<file path="src/rtl/shifter_iter.sv">
// Multi-cycle shift/rotate unit: applies up to STEP bit positions per clock
// with a start/busy/done handshake and a synchronous kill for flushes.
module shifter_iter #(
  parameter int XLEN = 32,
  parameter int STEP = 1,
  localparam int SHW = $clog2(XLEN)
) (
  input  logic            i_clk_n,
  input  logic            i_rst,
  input  logic            i_start,
  input  logic [2:0]      i_op,
  input  logic [XLEN-1:0] i_in_a,
  input  logic [SHW-1:0]  i_in_b,
  input  logic            i_kill,
  output logic [XLEN-1:0] o_result,
  output logic            o_busy,
  output logic            o_done
);

  localparam logic [2:0] OP_SLL = 3'b000;
  localparam logic [2:0] OP_SRL = 3'b001;
  localparam logic [2:0] OP_SRA = 3'b010;
  localparam logic [2:0] OP_ROL = 3'b011;
  localparam logic [2:0] OP_ROR = 3'b100;

  // One extra bit so that STEP == XLEN is representable.
  localparam logic [SHW:0] STEP_W = (SHW+1)'(STEP);

  typedef enum logic [1:0] {IDLE, SHIFT, DONE} state_t;

  state_t            state_reg, state_next;
  logic [XLEN-1:0]   result_reg;
  logic [SHW-1:0]    remaining_reg;
  logic [2:0]        op_reg;

  logic              accept;
  logic              zero_op;
  logic              last_step;
  logic [SHW:0]      rem_ext;
  logic [SHW:0]      step_d;
  logic [SHW-1:0]    remaining_next;
  logic [2*XLEN-1:0] rot_l;
  logic [2*XLEN-1:0] rot_r;
  logic [XLEN-1:0]   shifted;

  assign accept  = i_start && !i_kill && (state_reg != SHIFT);
  // Reserved opcodes are treated as a zero-distance operation.
  assign zero_op = (i_in_b == '0) || (i_op > OP_ROR);

  always_comb begin
    rem_ext        = {1'b0, remaining_reg};
    last_step      = (rem_ext <= STEP_W);
    step_d         = last_step ? rem_ext : STEP_W;
    remaining_next = last_step ? '0 : remaining_reg - STEP_W[SHW-1:0];
    rot_l          = {result_reg, result_reg} << step_d;
    rot_r          = {result_reg, result_reg} >> step_d;
    case (op_reg)
      OP_SLL:  shifted = result_reg << step_d;
      OP_SRL:  shifted = result_reg >> step_d;
      OP_SRA:  shifted = $unsigned($signed(result_reg) >>> step_d);
      OP_ROL:  shifted = rot_l[2*XLEN-1:XLEN];
      OP_ROR:  shifted = rot_r[XLEN-1:0];
      default: shifted = result_reg;
    endcase
  end

  always_ff @(posedge i_clk_n or posedge i_rst) begin
    if (i_rst) begin
      state_reg <= IDLE;
    end else begin
      state_reg <= state_next;
    end
  end

  always_comb begin
    state_next = state_reg;
    if (i_kill) begin
      state_next = IDLE;
    end else begin
      case (state_reg)
        SHIFT:   state_next = last_step ? DONE : SHIFT;
        default: state_next = accept ? (zero_op ? DONE : SHIFT) : IDLE;
      endcase
    end
  end

  always_comb begin
    o_busy = (state_reg == SHIFT);
    o_done = (state_reg == DONE);
  end

  // Kill leaves the partial result visible but clears the pending distance.
  always_ff @(posedge i_clk_n or posedge i_rst) begin
    if (i_rst) begin
      result_reg    <= '0;
      remaining_reg <= '0;
      op_reg        <= OP_SLL;
    end else if (i_kill) begin
      remaining_reg <= '0;
    end else if (accept) begin
      result_reg    <= i_in_a;
      remaining_reg <= zero_op ? '0 : i_in_b;
      op_reg        <= i_op;
    end else if (state_reg == SHIFT) begin
      result_reg    <= shifted;
      remaining_reg <= remaining_next;
    end
  end

  assign o_result = result_reg;

endmodule

</file>
<file path="config.mk">
export PLATFORM = sky130hd
export DESIGN_NAME = shifter_iter
export DESIGN_NICKNAME = d
export VERILOG_FILES = /design/src/rtl/shifter_iter.sv
export SDC_FILE = /design/constraint.sdc
export NUM_CORES = 1
export LEC_CHECK = 0
export CAP_MARGIN = 10
export CORE_MARGIN = 2
export CORE_UTILIZATION = 54
export CTS_BUF_LIST = sky130_fd_sc_hd__clkbuf_4 sky130_fd_sc_hd__clkbuf_8
export CTS_CLUSTER_DIAMETER = 40
export DETAILED_ROUTE_END_ITERATION = 16
export HOLD_SLACK_MARGIN = 0.1
export PLACE_DENSITY = 0.9
export SYNTH_ARGS = -nofsm -noshare
export SYNTH_HDL_FRONTEND = slang
export SYNTH_SLANG_ARGS = --single-unit
</file>
<file path="constraint.sdc">
create_clock -name i_clk_n -period 2.38 [get_ports i_clk_n]
set_input_delay 0.714 -clock i_clk_n [delete_from_list [all_inputs] [get_ports i_clk_n]]
set_output_delay 0.714 -clock i_clk_n [all_outputs]
set_load 0.01 [all_outputs]
</file>
==> metrics.cfg <==
[run_status]
status=finished, final reports clean

[worst_setup_path]
critPathMaxFanout=4
end_kind=flip-flop
crit-reg2reg-launch=remaining_reg[4]
start_kind=input pin
crit_family=simple AND/OR/NAND/NOR gates
cp.arrival_ps=2440
crit_start=i_kill
timing.critical_path.cells=clkdlybuf4s50_1, buf_4, nor3b_1, nand2b_1, nor2_1, buf_4, nand2_1, a21oi_1, a211oi_1
worst_path_max_delay_cell=clkdlybuf4s50_1
max_stage_delay_ps=430
worst-path-buf-inv=3
crit_path_frequent_cell=buf_4
setup.worst_path.class=in2reg
required_ps=2570

[floorplan]
die_w_um=87.8
rows=30
dieArea_um2=7710
io_pins=78
fp.dieH_um=87.8
start_util_pct=55.8
core_area_um2=6790

[sta]
hold_violations=0
finalCriticalPeriod_ps=2260
rsz0062_at_grt=false
setup_tns_ps=0
setup_violations=0
max_freq_mhz=443
whs_ps=569
fin_worst_skew_ps=10.6
setup_ws_ps=121
tightest_slew_ps=641
finalCritPeriodShare_pct=94.9
relSlewSlack_pct=57.0
drv_slew=0

[synthesis]
synth_top_family_by_area=compound AO/OA/AOI/OAI gates
synthMuxAreaShare_pct=2.11
yosys_warnings=0
synth_compound_area_share_pct=32.3
syn_inst=537
synthAdderAreaFrac_pct=0.660
syn_area_um2=3790
syn_avg_cell_area_um2=7.06
synth-main-ff-cell=dfrtp_1
syn_nets=583
synthTopCellsByCount=nand2_1 (95), nand3_1 (69), a21oi_1 (58)
async_flop_share_pct=100
synth_edf_count=0
synth_top_area_share_pct=27.7
ys_types=59
synthSimpleGateAreaFrac_pct=29.0
synth.most_common_cell=nand2_1
yosys-top-cells-area=dfrtp_1 (28%), nand2_1 (9.4%), nand3_1 (9.1%)
synth_seq_area_share_pct=27.7
synth-xor-area-share_pct=0.693
yosys.area.top_type=dfrtp_1
ys_seq_elements=42

[drt]
via_count=4937
drt-total-wl_um=14000
firstDrtPassIters=6
vias_per_cell=6.79
detail_route.wl_per_cell_um=19.3
drcViolationCount=0
drtIter0Drc=696
ant_nets=0

[hold_path]
min-delay-path-class=reg2reg
min_from=op_reg[2]

[place]
gp_congestion=0.979
dpl.hpwl_um=9730
dp_slack_ps=-293
portBuffers=77
placed_area_um2=4930

[layout]
area_growth_pct=32.9
fin_area_um2=5040
drive_above_1_share_pct=12.0
fin_nets=676
largest_register_ffs=32
fillCellCount=548
diodes=0

[global_route]
track_usage_pct=37.3
antenna_found_initial=0
grt_pass1_vias=4657
grt.overflow.total=0
grt_start_max_net_pins=43
grt_pass1_wl_um=22800

[power_and_ir_drop]
clockPowerShare_pct=6.2
totalPowerFinal_w=0.00836
p_comb_share_pct=74.9
p_sw_share_pct=53.5
seqPwrFrac_pct=18.9
peakVddDrop_uv=905
p_int_w=0.00389
power.density_nw_per_um2=1660
power_switching_w=0.00447
p_leak_nw=2.04

[run]
maxCapViolations=0

[cts]
htreeDepth=2
hold_buffers=0
cts_buffers=5
cts.clk_slew.worst_paths_ps=80
clk_latency_ps=310
cts.sinks=42
cts.repair.resized=0
post_cts_buffers=0
cts_tree=done
ctsLongestPathBuffers=2
root_buffer=clkbuf_8

==> power by group through the flow <==
stage / clock network [W] / logic (W) / registers (W)
finish: 0.000522 / 0.00626 / 0.00158
global route: 0.000553 / 0.00683 / 0.00160
CTS: 0.000523 / 0.00607 / 0.00153
detailed placement: 0 / 0.00601 / 0.00155
global placement: 0 / 0.00589 / 0.00154
floorplan: 0 / 0.00398 / 0.00151
==> stage by stage <==
stage | std cells | utilization [%]
2_1_floorplan | 537 | -
3_3_place_gp | 719 | 72.6
3_5_place_dp | 719 | 72.6
4_1_cts | 727 | 74.0
5_1_grt | 727 | 74.2
6_report | 727 | 74.2
==> metal layers <==
metal	part of all wire (%)	up-vias	track usage, %
met5	0	-	0
met2	46	410	59.6
met4	3.7	0	16.6
met1	39	2253	49.1
met3	12	81	7.16
li1	-	2193	-
==> layout make-up <==
cell class,count,area (µm²),area share (%)
clock inverter,1,5.00,0.0993
clock buffer,7,90.1,1.79
timing repair buffer,133,1280,25.4
tap,96,120,2.38
sequential,42,1050,20.9
multi-input combinational,442,2470,49.1
inverter,6,22.5,0.447
==> path summary, 6_finish.rpt <==
path / slack, ps / end / depth (start not counted)
setup / recovery: 120 / o_result[23] / 9
max in group asynchronous: 1120 / o_result[26] / 3
min in group asynchronous: 860 / o_result[2] / 3
hold reg to reg: 570 / op_reg[2] / 2
hold / removal: 570 / op_reg[2] / 2
setup reg to reg: 160 / o_result[24] / 7
==> cell families after synthesis <==
| kind of cell | after synthesis |
|---|---|
| flip-flops | 42 |
| AO/OA/AOI/OAI | 198 |
| buffers and inverters | 53 |
| adder cells (fa/ha/maj) | 2 |
| AND/OR/NAND/NOR | 231 |
| multiplexers | 8 |
| XOR/XNOR | 3 |
==> worst min-delay path, stage by stage, from the launching register on <==
cell	delay [ps]
dfrtp_1	420
nand2_1	70
nand2_1	60
==> layout by cell type (no fill, tap or decap), types with 3 or more instances in the layout <==
| cell type | netlist | final |
|---|---|---|
| a22oi_1 | 11 | 11 |
| buf_12 | 0 | 7 |
| nand2b_1 | 3 | 3 |
| nor2_1 | 21 | 21 |
| a211oi_1 | 14 | 14 |
| nor3_1 | 15 | 14 |
| o22ai_1 | 25 | 25 |
| mux2i_1 | 8 | 8 |
| a21oi_1 | 58 | 58 |
| dfrtp_1 | 42 | 42 |
| a21boi_0 | 5 | 5 |
| nor2b_1 | 3 | 3 |
| o211ai_1 | 5 | 5 |
| o21ai_0 | 38 | 38 |
| clkbuf_8 | 0 | 6 |
| nand2_2 | 3 | 3 |
| inv_1 | 5 | 5 |
| nand3_1 | 69 | 69 |
| a32oi_1 | 3 | 3 |
| nand2_1 | 95 | 95 |
| o21ai_1 | 7 | 7 |
| o221ai_1 | 3 | 3 |
| buf_4 | 5 | 49 |
| a31oi_1 | 9 | 9 |
| clkdlybuf4s50_1 | 0 | 77 |
| nand3b_1 | 4 | 4 |
Note: power is estimated with default switching activity, not from simulation.
